### config.mk
export PLATFORM = sky130hd
export DESIGN_NAME = frac_n_divider
export DESIGN_NICKNAME = d
export VERILOG_FILES = /design/src/rtl/frac_n_divider.sv
export SDC_FILE = /design/constraint.sdc
export NUM_CORES = 1
export LEC_CHECK = 0
export ABC_AREA = 1
export CORE_UTILIZATION = 46
export DETAILED_ROUTE_END_ITERATION = 7
export PLACE_DENSITY_LB_ADDON = 0.25
export SLEW_MARGIN = 20
export SYNTH_ARGS = -nofsm -noshare
export SYNTH_HDL_FRONTEND = slang
export SYNTH_SLANG_ARGS = --single-unit
### constraint.sdc
create_clock -name clk -period 4.5 [get_ports clk]
set_input_delay 0.675 -clock clk [delete_from_list [all_inputs] [get_ports clk]]
set_output_delay 0.675 -clock clk [all_outputs]
set_load 0.01 [all_outputs]
### src/rtl/frac_n_divider.sv
// Fractional-N clock divider controller: divides clk by a per-period integer N
// dithered by a first-order accumulator so that the mean N tracks ratio/16.
module frac_n_divider #(
  parameter int IW    = 4,
  parameter int FW    = 4,
  parameter int NMIN  = 2,
  parameter int N_RST = 3
) (
  input  logic                 clk,
  input  logic                 rst,
  input  logic                 en,
  input  logic [IW+FW-1:0]     ratio,
  output logic [IW-1:0]        n,
  output logic                 div_pulse,
  output logic                 div_clk,
  output logic                 ratio_err
);

  typedef enum logic [1:0] {IDLE, LOAD, COUNT} state_t;

  localparam logic [IW:0] NMIN_W = NMIN[IW:0];
  localparam logic [IW:0] NMAX_W = {1'b0, {IW{1'b1}}};

  state_t          state_reg, state_next;
  logic [IW-1:0]   cnt_reg, cnt_next;
  logic [IW-1:0]   n_reg, n_next;
  logic [FW-1:0]   acc_reg, acc_next;
  logic            err_reg, err_next;

  logic [FW:0]     sum;
  logic [IW:0]     n_raw;
  logic [IW-1:0]   n_load;
  logic            err_load;

  // Accumulator carry bumps the integer part; result clamped to the legal range.
  always_comb begin
    sum   = {1'b0, acc_reg} + {1'b0, ratio[FW-1:0]};
    n_raw = {1'b0, ratio[IW+FW-1:FW]} + {{IW{1'b0}}, sum[FW]};
    if (n_raw < NMIN_W) begin
      n_load   = NMIN_W[IW-1:0];
      err_load = 1'b1;
    end else if (n_raw > NMAX_W) begin
      n_load   = NMAX_W[IW-1:0];
      err_load = 1'b1;
    end else begin
      n_load   = n_raw[IW-1:0];
      err_load = 1'b0;
    end
  end

  always_comb begin
    state_next = state_reg;
    cnt_next   = cnt_reg;
    n_next     = n_reg;
    acc_next   = acc_reg;
    err_next   = err_reg;
    if (!en) begin
      state_next = IDLE;
      cnt_next   = '0;
    end else begin
      case (state_reg)
        IDLE:  state_next = LOAD;
        LOAD:  state_next = COUNT;
        COUNT: begin
          if (cnt_reg == IW'(1)) state_next = LOAD;
          else                   cnt_next   = cnt_reg - IW'(1);
        end
        default: state_next = IDLE;
      endcase
      // Every transition into LOAD commits the next period's divide value.
      if (state_next == LOAD) begin
        acc_next = sum[FW-1:0];
        n_next   = n_load;
        err_next = err_load;
        cnt_next = n_load - IW'(1);
      end
    end
  end

  always_ff @(posedge clk or posedge rst) begin
    if (rst) begin
      state_reg <= IDLE;
      cnt_reg   <= '0;
      n_reg     <= N_RST[IW-1:0];
      acc_reg   <= '0;
      err_reg   <= 1'b0;
    end else begin
      state_reg <= state_next;
      cnt_reg   <= cnt_next;
      n_reg     <= n_next;
      acc_reg   <= acc_next;
      err_reg   <= err_next;
    end
  end

  // LOAD holds cnt at N-1 and COUNT walks N-1..1, so cycle k of COUNT has cnt=N-k;
  // high while k < ceil(N/2), i.e. cnt > floor(N/2).
  assign div_pulse = (state_reg == LOAD);
  assign div_clk   = (state_reg == LOAD) ||
                     ((state_reg == COUNT) && (cnt_reg > (n_reg >> 1)));
  assign n         = n_reg;
  assign ratio_err = err_reg;

endmodule

Word-level counts from Yosys, hierarchy flattened. Cells that the tools add are included.

Register bits: 15. Output and inout port bits: 7.

Mux-type cells: 12. Reductions and logical operators: 5. Eq/ne operators: 6. $lt $le $gt $ge: 3. Add/sub/neg operators: 4.

Operators by type and width (number): 4-bit two-way mux (6); 4-bit by 1-bit subtractor with 4-bit output, second input constant (2); 2-bit two-way mux (3); 2-bit case mux with 3 select lines (1); 4-bit by 1-bit adder with 5-bit output (1); 4-bit by 4-bit adder with 5-bit output (1); 5-bit by 4-bit greater-than comparator with 1-bit output, second input constant (1); 5-bit by 2-bit less-than comparator with 1-bit output, second input constant (1); 2-bit by 1-bit equality test with 1-bit output, second input constant (2); 4-bit by 1-bit equality test with 1-bit output, second input constant (1); 4-bit by 3-bit greater-than comparator with 1-bit output (1); 2-bit AND reduction (2); 3-bit by 1-bit != test with 1-bit output, second input constant (1); 3-bit by 2-bit != test with 1-bit output, second input constant (1); 2-bit equality test, second input constant (1); 2-bit logical NOT (1); 1-bit two-way mux (2); 1-bit logical AND (1); 1-bit logical OR (1).

Longest topological paths before layout.
Depth in word-level cells: 8. Depth in mapped cells: 18. Gate-level depth less buffers: 18.

Least setup slack after synthesis. No wires, ideal clock.

Path type: in2reg. From: input ratio[0]. To: register cnt_reg[2]. Library setup time: 0.126 ns. Data required time: 4.374 ns. Arrival: 2.797 ns. Path buffers: 0. Slack: 1.577 ns. Stages: 17. Cells stage by stage: ha_1 fa_1 nand3_1 nand2_1 ha_1 ha_1 nand2_1 nand2_1 o21ai_0 nand2_1 nand2_1 nor2_1 ha_1 xor2_1 nand2_1 nand2_1 o21ai_0.

Cells in the longest elaborated chain, start to end: 8.

RTL lines: from (decl) (RTL line 12) `input logic [IW+FW-1:0] ratio,`; 4-bit by 4-bit adder with 5-bit output * (RTL line 37) `sum = {1'b0, acc_reg} + {1'b0, ratio[FW-1:0]};`; 4-bit by 1-bit adder with 5-bit output * (RTL line 38) `n_raw = {1'b0, ratio[IW+FW-1:FW]} + {{IW{1'b0}}, sum[FW]};`; 5-bit by 4-bit greater-than comparator with 1-bit output (RTL line 42) `end else if (n_raw > NMAX_W) begin`; 4-bit two-way mux (RTL line 42); 4-bit two-way mux * (RTL line 39) `if (n_raw < NMIN_W) begin`; 4-bit by 1-bit subtractor with 4-bit output * (RTL line 75) `cnt_next = n_load - IW'(1);`; 4-bit two-way mux * (RTL line 71) `if (state_next == LOAD) begin`; 4-bit two-way mux * (RTL line 57) `if (!en) begin`; to (signal assigned) (RTL line 89) `cnt_reg <= cnt_next;`; to (decl) (RTL line 25) `logic [IW-1:0] cnt_reg, cnt_next;`.

Every way passes the cells marked *; elsewhere a longest branch is shown, timed or not. A chain may end at the register's enable or synchronous reset.

Worst setup path after layout. Same ends and word-level chain as after synthesis.

==> results.yml <==
outcome:
  outcome: "completed"
die:
  die_h_um: 50.1
  io_pins: 18
  die-area_um2: 2510
  start_util: 0.487
  rows: 17
  core_area_um2: 2190
  dieWidth_um: 50.1
power:
  switchingPower_uw: 308
  p_int_uw: 415
  p_leak_uw: 0.000652
  power_switching_share: 0.426
  power_density_nw_per_um2: 562
  power_frac_comb: 0.561
  seqPwrFrac: 0.332
  finalPower_uw: 722
  ir_drop_mv: 0.283
  clkPwrFrac: 0.107
finish:
  final_cells: 179
  fill_cells: 213
  diodes: 0
  layout.nets: 176
  drive_gt1_frac: 0.119
  layout.area.seq_um2: 378
  multi_input_area_um2: 597
  area_growth_pct: 20.7
  layout_commonest_cell: "nand2_1"
  final_cell_mix: "nand2_1, clkdlybuf4s50_1, inv_1"
timing:
  period_minus_slack_ns: 3.40
  rsz0062_at_grt: "false"
  hold_viol_final: 0
  relSlewSlack: 0.615
  clock_skew_ns: 0.00380
  period_share: 0.756
  maxSlewViolCount: 0
  tns_ns: 0
  max_freq_ghz: 0.294
  final.setup.worst_slack_ns: 1.10
  setup_viol: 0
  worst_pin_slew_ns: 0.577
worst_setup_path:
  max_stage_delay_ns: 0.41
  timing.rr.start: "acc_reg[0]$_DFFE_PP0P_"
  cp_max_fo: 3
  arrival_ns: 3.58
  critPathLaunch: "ratio[0]"
  worst_path_max_delay_cell: "clkdlybuf4s50_1"
  crit_type: "in2reg"
  crit_chain: "clkdlybuf4s50_1, ha_1, fa_1, nand3_1, nand2_1, ha_1, ha_1, nand2_1, nand2_1, o21ai_0, nand2_1, nand2_1, nor2_1, ha_1, xor2_1, nand2_1, nand2_1, o21ai_0"
  cpMostUsedCell: "nand2_1"
  endpoint_kind: "register"
  cp.required_ns: 4.67
  crit_path_start_kind: "input port"
routing:
  wl_mm: 1.99
  via_per_inst: 5.04
  drtPass1Iterations: 4
  drc_errors: 0
  detail_route.wl_per_cell_um: 11.1
  drtIter0Drc: 14
  via_count: 903
  detail-route-antenna-nets: 0
global_routing:
  grt_max_degree: 16
  grt_util_all_layers: 0.197
  grt_pass1_vias: 900
  gr-total-overflow: 0
  grt_first_pass_wirelength_mm: 3.70
  antenna_found_initial: 0
place:
  routabilityCongestion: 0.849
  port_buffers: 17
  numPlacedInstances: 175
  dpl.hpwl_mm: 1.64
  place_ws_ns: 0.827
synthesis:
  yosysWarningCount: 0
  ys_seq_area_frac: 0.354
  ys_ff_latch: 15
  syn_nets: 155
  synth_compound_area_frac: 0.131
  synth_xor_area_frac: 0.0329
  synth_mux_area_frac: 0
  synth_top_family_by_area: "simple AND/OR/NAND/NOR gates"
  synthesis.area_um2: 1070
  netlist_instances: 131
  syn_avg_cell_area_um2: 8.14
  synth_adder_area_share: 0.160
  synth_cell_types: 27
  synthSimpleGateAreaFrac: 0.236
cts:
  clk_path_buf_depth: 2
  postCtsHoldBufs: 0
  cts_resized: 0
  cts_max_level: 1
  cts.sinks: 15
  cts_setup_buffers: 0
  clockRootBuffer: "clkbuf_4"
  clk_pin_slew_ns: 0.09
  cts_tree: "yes"
  cts_made_buffers: 3
  clk_latency_ns: 0.28
hold_path:
  worstHoldPathType: "reg2reg"
  holdCritStartpoint: "n[0]$_DFFE_PP1P_"
job:
  cap_violations: 0
-- layer usage --
layer  track usage  part of all wire  routed length (um)
met1         0.216              0.44                 868
met2         0.358              0.53                1060
met3        0.0364             0.024                  48
met4        0.0952            0.0095                  19
met5             0                 0                   0
-- per-stage QoR --
| stage | util | hold WS, ns | instance area [um2] |
|---|---|---|---|
| 2_1_floorplan | - | 0.446 | 1070 |
| 3_3_place_gp | 0.575 | 0.457 | 1260 |
| 3_5_place_dp | 0.575 | 0.471 | 1260 |
| 6_report | 0.587 | 0.484 | 1290 |
| 5_1_grt | 0.587 | 0.507 | 1290 |
| 4_1_cts | 0.587 | 0.485 | 1290 |
-- power groups by stage --
| stage | clock, uW | sequential (uW) | combinational, uW |
|---|---|---|---|
| floorplan | 0 | 242 | 287 |
| global placement | 0 | 239 | 395 |
| detailed placement | 0 | 242 | 410 |
| CTS | 80.5 | 240 | 411 |
| global route | 84.5 | 249 | 467 |
| finish | 77.0 | 240 | 406 |
-- logic make-up (layout without fill, tap and decap cells) --
| logic type | after synthesis | after routing |
|---|---|---|
| AND/OR/NAND/NOR | 57 | 57 |
| buffers and inverters | 21 | 41 |
| XOR/XNOR | 4 | 4 |
| flip-flops | 15 | 15 |
| AO/OA/AOI/OAI | 21 | 21 |
| adder cells (fa/ha/maj) | 13 | 13 |
-- critical path: cells and delay by family --
family                     cells  cell delay [ns]
adders and majority gates      5             1.23
and+or+nand+nor                9             0.77
buffers and inverters          1             0.41
AOI/OAI and AO/OA              2             0.33
xor gates and xnor gates       1             0.17
-- worst paths after layout --
kind,endpoint,slack (ns),cells after the start
min in group asynchronous,acc_reg[0]$_DFFE_PP0P_,0.74,2
max in group asynchronous,n[1]$_DFFE_PP1P_,3.38,2
worst max-delay path,cnt_reg[2]$_DFFE_PP0P_,1.10,18
worst min-delay path,n[0]$_DFFE_PP1P_,0.48,2
worst min register to register,n[0]$_DFFE_PP1P_,0.48,2
worst max register to register,cnt_reg[2]$_DFFE_PP0P_,1.52,17
-- cells in the mapped netlist --
library cell,instances,share of area
o2111ai_1,1,0.0082
nand2_1,36,0.13
inv_2,2,0.0070
inv_4,2,0.012
ha_1,12,0.14
o22ai_1,1,0.0059
nor2_8,1,0.019
nand3_2,1,0.0094
nor2_1,10,0.035
a21oi_4,1,0.015
o21ai_1,1,0.0047
dfstp_2,2,0.049
o21ai_2,4,0.033
dfrtp_1,13,0.31
o21ai_0,7,0.033
inv_1,16,0.056
a21oi_1,4,0.019
nor3_1,1,0.0047
nand4_1,1,0.0059
buf_6,1,0.011
a211oi_1,1,0.0070
fa_1,1,0.019
a31oi_1,1,0.0059
or2_2,2,0.012
nand3_1,5,0.023
xnor2_1,3,0.025
xor2_1,1,0.0082
-- final cells by class --
type | count | area share
multi-input cells | 95 | 0.464
flip-flops and latches | 15 | 0.294
repair buffers | 17 | 0.132
inverters | 20 | 0.0623
well taps | 28 | 0.0272
clock buffers | 4 | 0.0204
Power figures use the tool's default switching activity.
